### config.mk
export PLATFORM = sky130hd
export DESIGN_NAME = wrr_arbiter
export DESIGN_NICKNAME = d
export VERILOG_FILES = /design/src/rtl/arb_pkg.sv /design/src/rtl/rr_pick.sv /design/src/rtl/wrr_arbiter.sv
export SDC_FILE = /design/constraint.sdc
export NUM_CORES = 1
export LEC_CHECK = 0
export ABC_AREA = 1
export BUFFER_PORTS_ARGS = -buffer_cell sky130_fd_sc_hd__buf_4
export CAP_MARGIN = 20
export CORE_MARGIN = 5
export CORE_UTILIZATION = 54
export DETAILED_ROUTE_END_ITERATION = 10
export HOLD_SLACK_MARGIN = 0.02
export MAX_ROUTING_LAYER = met4
export PLACE_DENSITY = 0.91
export SYNTH_ARGS = -nofsm -noshare
export SYNTH_HDL_FRONTEND = slang
export SYNTH_SLANG_ARGS = --single-unit
### constraint.sdc
create_clock -name clk -period 4.3 [get_ports clk]
set_input_delay 0.645 -clock clk [delete_from_list [all_inputs] [get_ports clk]]
set_output_delay 0.645 -clock clk [all_outputs]
set_load 0.01 [all_outputs]
### src/rtl/arb_pkg.sv
// Shared arbiter helpers: index-width derivation and weight-field slicing.
package arb_pkg;

  function automatic int clogb(input int n);
    int r;
    r = 1;
    for (int i = 1; i < 31; i++) begin
      if ((32'sd1 << i) < n) begin
        r = i + 1;
      end
    end
    return r;
  endfunction

  // Low bit of requester idx's field inside a packed weight vector.
  function automatic int wslice_lo(input int idx, input int cw);
    return idx * cw;
  endfunction

endpackage

### src/rtl/rr_pick.sv
// Combinational round-robin pick: first set req bit at or above the one-hot ptr, wrapping.
module rr_pick
  import arb_pkg::*;
#(
  parameter int N  = 4,
  parameter int IW = clogb(N)
) (
  input  logic [N-1:0]  req_i,
  input  logic [N-1:0]  ptr_i,
  output logic [N-1:0]  gnt_o,
  output logic [IW-1:0] idx_o
);

  logic [2*N-1:0] dreq_s;
  logic [2*N-1:0] dgnt_s;

  // The borrow from subtracting ptr clears everything except the first set bit at or above ptr.
  assign dreq_s = {req_i, req_i};
  assign dgnt_s = dreq_s & ~(dreq_s - {{N{1'b0}}, ptr_i});
  assign gnt_o  = dgnt_s[N-1:0] | dgnt_s[2*N-1:N];

  // One-hot to binary encode of the grant.
  always_comb begin
    idx_o = {IW{1'b0}};
    for (int i = 0; i < N; i++) begin
      idx_o = idx_o | ({IW{gnt_o[i]}} & IW'(i));
    end
  end

endmodule

### src/rtl/wrr_arbiter.sv
// Weighted round-robin arbiter: owner may take weight+1 accepted grants, lock holds ownership.
module wrr_arbiter
  import arb_pkg::*;
#(
  parameter int N  = 4,
  parameter int CW = 2,
  parameter int IW = clogb(N)
) (
  input  logic            clk,
  input  logic            rst,
  input  logic [N-1:0]    req_i,
  input  logic [N*CW-1:0] weight_i,
  input  logic            lock_i,
  input  logic            gnt_ready_i,
  output logic [N-1:0]    gnt_o,
  output logic [IW-1:0]   gnt_idx_o,
  output logic            gnt_valid_o
);

  logic [N-1:0]  ptr_q;
  logic [N-1:0]  ptr_d;
  logic [CW-1:0] cnt_q;
  logic [CW-1:0] cnt_d;
  logic [N-1:0]  gnt_s;
  logic [IW-1:0] idx_s;
  logic [CW-1:0] eff_s;
  logic [CW-1:0] wsel_s;
  logic          acc_s;

  rr_pick #(
    .N  (N),
    .IW (IW)
  ) u_pick (
    .req_i (req_i),
    .ptr_i (ptr_q),
    .gnt_o (gnt_s),
    .idx_o (idx_s)
  );

  assign gnt_o       = gnt_s;
  assign gnt_idx_o   = idx_s;
  assign gnt_valid_o = |req_i;
  assign acc_s       = gnt_valid_o & gnt_ready_i;

  // A winner that is not the current owner starts its turn with no credit used.
  assign eff_s  = (gnt_s == ptr_q) ? cnt_q : {CW{1'b0}};
  assign wsel_s = weight_i[wslice_lo(int'(idx_s), CW) +: CW];

  // Next priority pointer and credit count on an accepted beat.
  always_comb begin
    ptr_d = ptr_q;
    cnt_d = cnt_q;
    if (acc_s) begin
      if (lock_i) begin
        ptr_d = gnt_s;
        cnt_d = eff_s;
      end else if (eff_s >= wsel_s) begin
        ptr_d = {gnt_s[N-2:0], gnt_s[N-1]};
        cnt_d = {CW{1'b0}};
      end else begin
        ptr_d = gnt_s;
        cnt_d = eff_s + {{(CW-1){1'b0}}, 1'b1};
      end
    end else begin
      ptr_d = ptr_q;
      cnt_d = cnt_q;
    end
  end

  // Priority pointer and credit registers.
  always_ff @(posedge clk or posedge rst) begin
    if (rst) begin
      ptr_q <= {{(N-1){1'b0}}, 1'b1};
      cnt_q <= {CW{1'b0}};
    end else begin
      ptr_q <= ptr_d;
      cnt_q <= cnt_d;
    end
  end

endmodule

==> results.md <==
- Cell count after synthesis: roughly 120
- Ports: 23
- Largest net degree at the start of global routing: 7
- DRC Markers: 0
- DR WL/cell: around 13 um
- Syn_nets: 140
- Grt total ovfl: 0
- Relative slew slack: 80.0%
- Finished Cell Area: 993 um^2
- Pleak: 0.572 nW
- Cell repeated most along the worst path: inv_1
- Final nets: 167
- CTS buffer count: 3
- Placement Rows: 13
- Setup-failing EPs final: 0
- Combinational Power Share: 73.4%
- CP endpoint kind: flip-flop
- Total core area: 1330 um^2
- Min Tclk post-route: 3.22 ns
- DR pass1 iterations: 4
- CTS root buf: clkbuf_4
- Mapped Area: just under 800 um^2
- Clock Power Share: slightly above 9%
- Die area: 2310 um^2
- RD Place Congestion: 0.881
- Sw Ratio: 51.3%
- Required time of the critical path: 4.44 ns
- Non-filler instance count after layout: 159
- Initial antenna violation count: 0
- Final worst-path cycle share: 75.0%
- Reg clk slew, reported paths: about 0.050 ns
- CP max-delay cell: fa_1
- NetSw: 0.000302 W
- Vias per std cell: around 5.6
- R2R Path Start: ptr_q[3]$_DFFE_PP0P_
- TritonCTS Sinks: 6
- Peak supply drop: approximately 0.40 mV
- Yosys warning count: 0
- Initial Utilization: 58.7%
- Setup TNS Final: 0 ns
- Final Hold Fails: 0
- Antenna diodes: 0
- Routed vias: slightly below 900
- Aggregate global-route resource usage: 22.3%
- Achievable frequency: 0.310 GHz
- Vias in the first global route: 852
- Worst path max stage delay: 0.39 ns
- Critical Path Source: req_i[0]
- Crit path DAT: 3.37 ns
- Number of fillers in the final layout: 109
- Max Cap Viol: 0
- Crit path kind: primary input to flip-flop
- Distinct cells, synth: 24
- Final core utilization: between 70 and 80%
- Post-CTS Setup Repair Bufs: 0
- Most frequent cells in the layout: nand2_1, buf_4, inv_1
- Worst min-delay path category: primary input to asynchronous set/reset pin
- First-pass GRT wire length: between 3000 and 4000 um
- Unrepaired setup endpoints after global routing: no
- Routed Wire Length: slightly above 2000 um
- # resized after CTS: 0
- DP HPWL: roughly 1700 um
- Syn Area/Cell: roughly 6.6 um^2
- Worst-path maximum fanout: 6
- Clock tree buffer depth: 2
- Die width: 48.1 um
- FF+latch count, synth: 6
- CTS Hold Bufs: 0
- Sequential fraction of the synthesis area: 19.3%
- Status: complete, no violations
- Area after DPL: 967 um^2
- Setup slack, reg-to-reg: 1.24 ns
- Placed Cells: 155
- Most common cell after layout, fill and taps aside: nand2_1
- 1st-iter DRT viols: 34
- Setup crit start kind: primary input
- Clock skew: 0.00640 ns
- Reg power frac: 17.4%
- Clk_lat worst skew: about 0.24 ns
- Cells along the critical path: buf_4, inv_2, nand2_4, inv_1, fa_1, inv_1, nand3_1, nand4_1, nand2_2, nor2_1, inv_1, o21ai_0, o22ai_1, ha_1, nor2_1, nor2_1, o21ai_0, nand2_1, inv_1, nand2_1, o211ai_1
- Internal power: 0.000287 W
- Power, Total: 0.000590 W
- Worst slew pin tran: roughly 0.30 ns
- Max Transition Viols Final: 0
- CTS tree: done
- CTS HTree Levels: 1
- Port-buffer cells: 22
- Die Y: 48.1 um
- Share of cells above drive strength 1: 32.6%
- PD cells: 594 nW/um^2
- Antenna viol nets, final: 0
- Layout area overhead: 26.8%
-- registers in the layout, indices dropped and copies added (netlist names) --
signal,cells
cnt_q,2
ptr_q,4
-- cells in the mapped netlist, drive strengths merged --
cell     n  area (um^2)
dfrtp    5          125
inv     21         78.8
xor2     1         8.76
dfstp    1         26.3
nand3   12         80.1
nor2    12         57.6
o22ai    1         6.26
a22oi    1         7.51
a21oi    4         23.8
fa       1         20.0
nand4    5         43.8
o211ai   4         30.0
a32o     1         10.0
nand2   42          193
o21ai    2         10.0
ha       5         62.6
-- cell families after synthesis --
group / share of synthesized area, %
DFF: 19.3
AOI/OAI and AO/OA: 11.2
adders and majority gates: 10.5
buffers and inverters: 10.1
and+or+nand+nor: 47.8
xor gates and xnor gates: 1.12
-- power groups by stage --
stage	combinational (W)	sequential, W	clock, W
CTS	0.000430	0.000101	0.0000575
global placement	0.000413	0.000101	0
detailed placement	0.000428	0.000102	0
global route	0.000490	0.000105	0.0000634
floorplan	0.000316	0.0000969	0
finish	0.000433	0.000103	0.0000542
-- per-layer routing --
layer / share of wire, % / up-vias / global-route usage (%)
li1: - / 436 / -
met1: 43 / 412 / 26.5
met2: 48 / 32 / 37.2
met3: 7.2 / 6 / 1.13
met4: 2.0 / 0 / 12.4
met5: 0 / - / -
-- metrics by stage --
stage,worst slack [ns],hold WS (ns)
2_1_floorplan,1.32,0.435
3_3_place_gp,1.06,0.498
3_5_place_dp,0.893,0.500
4_1_cts,1.13,0.300
5_1_grt,0.846,0.293
6_report,1.08,0.303
-- path summary, 6_finish.rpt --
path                                   endpoint  cells past startpoint
max                        ptr_q[3]$_DFFE_PP0P_                     21
min                        ptr_q[2]$_DFFE_PP0P_                      2
max reg2reg                ptr_q[3]$_DFFE_PP0P_                     19
min reg2reg                cnt_q[1]$_DFFE_PP0P_                      2
max in group asynchronous  ptr_q[0]$_DFFE_PP1P_                      2
min in group clk           cnt_q[1]$_DFFE_PP0P_                      2
-- critical path: cells and delay by family --
kind | cells | cell delay (ns)
compound gates | 4 | 0.54
fa+ha+maj | 2 | 0.66
buf+inv | 6 | 0.56
simple gates | 9 | 0.95
-- cell type report --
class | count | area [um^2] | area share [%]
Clock buffer | 4 | 26.3 | 2.64
Inverter | 21 | 78.8 | 7.93
Multi-Input combinational cell | 91 | 553 | 55.7
Sequential cell | 6 | 151 | 15.2
Tap cell | 15 | 18.8 | 1.89
Timing Repair Buffer | 22 | 165 | 16.6
Power figures use the tool's default switching activity.
